**src/rtl/fpu16_mul_add.sv**
```systemverilog
// fpu16_mul_add: binary16 multiply / add unit with a one-cycle registered result.
//   clk    : clock, all state updates on the rising edge
//   rst    : asynchronous active-high reset, clears result and valid
//   en     : operand capture enable
//   op     : 0 = multiply, 1 = add
//   a, b   : IEEE 754 binary16 operands
//   result : registered binary16 result, holds while en is low
//   valid  : high for the cycle after an enabled operation
// Subnormal inputs and results are flushed to signed zero; every NaN
// input returns the canonical quiet NaN. Rounding is nearest-even.
module fpu16_mul_add #(
  parameter int tam = 16
) (
  input  logic           clk,
  input  logic           rst,
  input  logic           en,
  input  logic           op,
  input  logic [tam-1:0] a,
  input  logic [tam-1:0] b,
  output logic [tam-1:0] result,
  output logic           valid
);

  localparam logic [15:0] QNAN = 16'h7E00;

  // Round a {11-bit significand, guard, round, sticky} value and pack it,
  // saturating to infinity on overflow and flushing to zero on underflow.
  function automatic logic [15:0] pack(input logic s, input logic signed [7:0] e,
                                       input logic [13:0] m);
    logic              up;
    logic [11:0]       r;
    logic signed [7:0] e2;
    up = m[2] & (m[1] | m[0] | m[3]);
    r  = {1'b0, m[13:3]} + {11'b0, up};
    e2 = e;
    if (r[11]) begin
      e2 = e + 8'sd1;
      r  = r >> 1;
    end
    if (e2 >= 8'sd31)     pack = {s, 5'h1F, 10'h000};
    else if (e2 <= 8'sd0) pack = {s, 15'h0000};
    else                  pack = {s, e2[4:0], r[9:0]};
  endfunction

  logic a_nan, b_nan, a_inf, b_inf, a_zero, b_zero;

  assign a_nan  = (&a[14:10]) & (|a[9:0]);
  assign b_nan  = (&b[14:10]) & (|b[9:0]);
  assign a_inf  = (&a[14:10]) & ~(|a[9:0]);
  assign b_inf  = (&b[14:10]) & ~(|b[9:0]);
  assign a_zero = ~(|a[14:10]);
  assign b_zero = ~(|b[14:10]);

  // ---------------- multiply ----------------
  logic              m_sign;
  logic [21:0]       prod;
  logic signed [7:0] m_exp;
  logic signed [7:0] m_exp_n;
  logic [13:0]       m_sig;
  logic [15:0]       mul_res;

  assign m_sign = a[15] ^ b[15];
  assign prod   = 22'({1'b1, a[9:0]}) * 22'({1'b1, b[9:0]});
  assign m_exp  = $signed({3'b000, a[14:10]}) + $signed({3'b000, b[14:10]}) - 8'sd15;

  always_comb begin
    m_exp_n = m_exp;
    m_sig   = {prod[20:10], prod[9], 1'b0, |prod[8:0]};
    if (prod[21]) begin
      m_exp_n = m_exp + 8'sd1;
      m_sig   = {prod[21:11], prod[10], 1'b0, |prod[9:0]};
    end
    if (a_nan | b_nan)                          mul_res = QNAN;
    else if ((a_inf & b_zero) | (b_inf & a_zero)) mul_res = QNAN;
    else if (a_inf | b_inf)                     mul_res = {m_sign, 5'h1F, 10'h000};
    else if (a_zero | b_zero)                   mul_res = {m_sign, 15'h0000};
    else                                        mul_res = pack(m_sign, m_exp_n, m_sig);
  end

  // ---------------- add ----------------
  logic [14:0]       a_mag, b_mag;
  logic [15:0]       x, y;
  logic [4:0]        d;
  logic [13:0]       ax, ay_full, ay_sh, mask;
  logic [14:0]       sum;
  logic [3:0]        lz;
  logic              found;
  logic [13:0]       norm;
  logic signed [7:0] s_exp;
  logic [15:0]       add_res;

  // Subnormals compare as zero magnitude so they never win the swap.
  assign a_mag = a_zero ? 15'h0000 : a[14:0];
  assign b_mag = b_zero ? 15'h0000 : b[14:0];
  assign x     = (b_mag > a_mag) ? {b[15], b_mag} : {a[15], a_mag};
  assign y     = (b_mag > a_mag) ? {a[15], a_mag} : {b[15], b_mag};
  assign d     = x[14:10] - y[14:10];
  assign ax    = {1'b1, x[9:0], 3'b000};
  assign ay_full = {1'b1, y[9:0], 3'b000};
  // Shift distances of 14 or more leave the whole operand in the sticky bit.
  assign mask  = (14'd1 << d) - 14'd1;

  always_comb begin
    ay_sh    = ay_full >> d;
    ay_sh[0] = ay_sh[0] | (|(ay_full & mask));
    if (x[15] ^ y[15]) sum = {1'b0, ax} - {1'b0, ay_sh};
    else               sum = {1'b0, ax} + {1'b0, ay_sh};

    lz    = 4'd0;
    found = 1'b0;
    for (int i = 13; i >= 0; i--) begin
      if (!found) begin
        if (sum[i]) found = 1'b1;
        else        lz = lz + 4'd1;
      end
    end

    if (sum[14]) begin
      norm  = {sum[14:2], sum[1] | sum[0]};
      s_exp = $signed({3'b000, x[14:10]}) + 8'sd1;
    end else begin
      norm  = sum[13:0] << lz;
      s_exp = $signed({3'b000, x[14:10]}) - $signed({4'b0000, lz});
    end

    if (a_nan | b_nan)                        add_res = QNAN;
    else if (a_inf & b_inf & (a[15] != b[15])) add_res = QNAN;
    else if (a_inf)                           add_res = a[15:0];
    else if (b_inf)                           add_res = b[15:0];
    else if (a_zero & b_zero)                 add_res = {a[15] & b[15], 15'h0000};
    else if (a_zero)                          add_res = b[15:0];
    else if (b_zero)                          add_res = a[15:0];
    else if (sum == 15'h0000)                 add_res = 16'h0000;
    else                                      add_res = pack(x[15], s_exp, norm);
  end

  // ---------------- output register ----------------
  always_ff @(posedge clk or posedge rst) begin
    if (rst) begin
      result <= '0;
      valid  <= 1'b0;
    end else begin
      valid <= en;
      if (en) result <= op ? add_res : mul_res;
    end
  end

endmodule

```
**config.mk**
```make
export PLATFORM = sky130hd
export DESIGN_NAME = fpu16_mul_add
export DESIGN_NICKNAME = d
export VERILOG_FILES = /design/src/rtl/fpu16_mul_add.sv
export SDC_FILE = /design/constraint.sdc
export NUM_CORES = 1
export LEC_CHECK = 0
export ABC_CLOCK_PERIOD_IN_PS = 1450
export CAP_MARGIN = 20
export CORE_MARGIN = 5
export CORE_UTILIZATION = 30
export CTS_CLUSTER_DIAMETER = 120
export CTS_CLUSTER_SIZE = 25
export DETAILED_ROUTE_END_ITERATION = 12
export HOLD_SLACK_MARGIN = 0.1
export SLEW_MARGIN = 20
export SYNTH_ARGS = -nofsm -noshare
export SYNTH_HDL_FRONTEND = slang
export SYNTH_SLANG_ARGS = --single-unit
```
**constraint.sdc**
```tcl
create_clock -name clk -period 1.45 [get_ports clk]
set_input_delay 0.29 -clock clk [delete_from_list [all_inputs] [get_ports clk]]
set_output_delay 0.29 -clock clk [all_outputs]
set_load 0.02 [all_outputs]
```
==> results.txt <==
Switching Fraction - 49.8%
Clk pwr share - 1.3%
Initial antenna violation count - 0
Final net count - 2712
Tcrit/Tclk final - 980%
Initial Utilization - 30.2%
Row cnt - 76
Actual slew at the worst max-slew pin - 0.679 ns
Top cell type by total area after synthesis - fa_1
Die Width - 218 um
Worst EP required - 1.63 ns
Netlist Area Pre-Place - 12900 um2
Final hold violation count - 0
Routability cong. - 0.989
Failing checks - setup timing
Num ports - 53
DRC Markers - 0
PnR worst setup slack - -12.76 ns
Routed Antenna Nets - 0
Final wirelength - 54.2 mm
Final Skew - 0 ns
Top cell by count, worst path - a21oi_2
CTS Buf Count - 3
Max clock buf depth - 2
Clk_lat worst skew - 0.25 ns
Slew Viols, Final - 0
Seq pwr share - 1.8%
Hold Crit Class - input port to asynchronous set/reset pin
Crit-path max cell delay - 0.53 ns
Worst Setup End Kind - flop
Vias per inst - 5.38
Share of the synthesized area in the top cell type - 12.8%
Hold Buf Count CTS - 0
Switching power - 21.3 mW
Status - finished, violations left
Hpwl dp - 45.2 mm
PwrDens - 2110 nW/um2
Max IR drop VDD - 2.43 mV
Dpl cell area - 19000 um2
Most frequent cells in the layout - buf_4, nand2_1, inv_1
DIE AREA - 47400 um2
Core box area - 42900 um2
Setup crit start kind - input port
CTS tree - yes
Vias - 16404
# Max-Cap Violations - 0
Int Pwr - 21.4 mW
CP Buf/Inv Count - 9
Drt initial violations - 1163
Post-DR wirelength/cell - 17.8 um
Global route overflow - 0
Synth Area per Inst - 7.16 um2
Synthesized netlist cell count - 1807
Final instance area - 20200 um2
Share of cells above drive strength 1 - 37.9%
Most common library cell in the layout ignoring fill and taps - buf_4
Number of enable flip-flop cells after synthesis - 0
Drt first pass iters - 6
Synth async-reset ratio - 100%
Final setup fails - 16
Tmin final - 14.21 ns
Slowest CP cell - or4_4
N_diodes - 0
Crit-path max FO - 7
Pin count of the biggest net entering global routing - 29
Die Y - 218 um
RSZ-0062 raised after global routing - true
Post-synth top flop - dfrtp_1
Vias in the first global route - 16262
Post-route setup TNS - -196.13 ns
Yosys warning count - 0
Syn Nets - 2054
Synth unique cells - 103
CP arrival - 14.39 ns
Max-slew headroom - 54.6%
Seq cells post-synth - 17
Logic gate share of total power - 96.9%
Clk Tree Root Cell - clkbuf_16
H-tree depth - 1
CP delay by family, top - simple AND/OR/NAND/NOR gates
IO Port Bufs - 52
First-pass GRT wire length - 85.0 mm
Layout overhead on the synthesized area - 56.2%
Clock Sinks - 17
Setup CP Type - input port to flop
Filler cell count - 4174
Clock transition at the registers of the reported paths - 0.05 ns
P_leak - 9.58 nW
Top cells by area, synth - fa_1, ha_1, nand2_1
Overall routing resource usage - 21.7%
Max Freq - 70.4 MHz
Seq/Total Area, Yosys - 3.29%
layout make-up:
class                           count  area [um2]  area share [%]
Tap cell                          585         732            3.62
Clock inverter                      1        5.00          0.0248
Timing Repair Buffer              746        5770            28.6
Sequential cell                    17         425            2.10
Inverter                          170         648            3.21
Multi-Input combinational cell   1527       12600            62.1
Clock buffer                        3        75.1           0.371
synth_stat cells, types with 8 or more instances:
library cell and count:
o211ai_1 28, xnor2_1 56, fa_1 83, a21o_1 18, a21oi_1 109, nand2b_1 15
nand4_1 22, a31oi_1 18, o2111ai_1 8, dfrtp_1 17, nor2_1 142, nor4_1 20
mux2i_1 34, and3_1 23, and2_1 75, a211oi_1 30, nand2_1 200, nor3_1 42
or4_1 10, inv_1 163, or3_1 26, o21ai_0 96, buf_2 14, clkbuf_1 66
a211o_1 10, o21a_1 9, nor2b_1 13, nand3_1 70, ha_1 128, xor2_1 20
a31o_2 9, o22ai_1 10, a21boi_0 12, o31ai_1 8, a221o_1 9
power groups by stage:
stage	combinational, mW	clock, mW	sequential [mW]
after floorplan	19.9	0	0.925
after global placement	38.0	0	0.782
after detailed placement	38.6	0	0.783
after CTS	40.1	0.555	0.770
after global routing	44.8	0.580	0.787
final	41.4	0.548	0.779
kinds of logic (layout without fill, tap and decap cells):
| family | Yosys count | count (layout) | share of synthesized area (%) |
|---|---|---|---|
| AOI/OAI and AO/OA | 488 | 488 | 26.1 |
| xor gates and xnor gates | 81 | 81 | 6.01 |
| adders and majority gates | 212 | 212 | 25.3 |
| buffers and inverters | 263 | 920 | 8.14 |
| DFF | 17 | 17 | 3.29 |
| muxes | 44 | 44 | 3.76 |
| and+or+nand+nor | 702 | 702 | 27.5 |
through the flow:
step	power [mW]	hold slack, ns	setup slack (ns)	util, %	instances
floorplan	20.8	0.216	-12.99	-	1807
global placement	38.8	0.497	-13.27	44.2	2982
detailed placement	39.4	0.501	-13.74	44.2	2982
CTS	41.4	0.360	-12.66	46.0	3030
global route	46.2	0.386	-13.40	47.1	3049
finish	42.8	0.354	-12.76	47.1	3049
per-layer routing:
metal	GRT usage (%)	share of wire, %	up-vias
met3	3.15	6.9	114
met4	6.30	3.5	0
met5	0	0	-
li1	-	-	7816
met2	36.9	47	607
met1	28.8	43	7867
sequential cells by signal, indices dropped and copies added, names as in the netlist:
name	flops
valid	1
result	16
what timing repair did:
| action | in CTS | in global routing |
|---|---|---|
| setup buffers | 44 | 19 |
| setup endpoints to repair | 33 | 16 |
| pin swaps | 88 | 87 |
| gates resized for setup | 138 | 84 |
final timing paths:
path	slack, ns	end	depth (start not counted)	start
worst max register to register	0.10	result[8]	4	result[8]
min in group clk	0.50	result[9]	1	result[9]
worst min-delay path	0.35	result[4]	3	rst
worst min register to register	0.50	result[9]	1	result[9]
worst max-delay path	-12.76	result[8]	83	b[11]
max in group asynchronous	0.91	result[0]	3	rst
worst register-to-register path, stage by stage (launching register included):
cell and delay (ns):
dfrtp_1 0.42, a32o_1 0.25, a211oi_1 0.33, buf_4 0.18, a21oi_2 0.04
(Power assumes the default switching activity.)
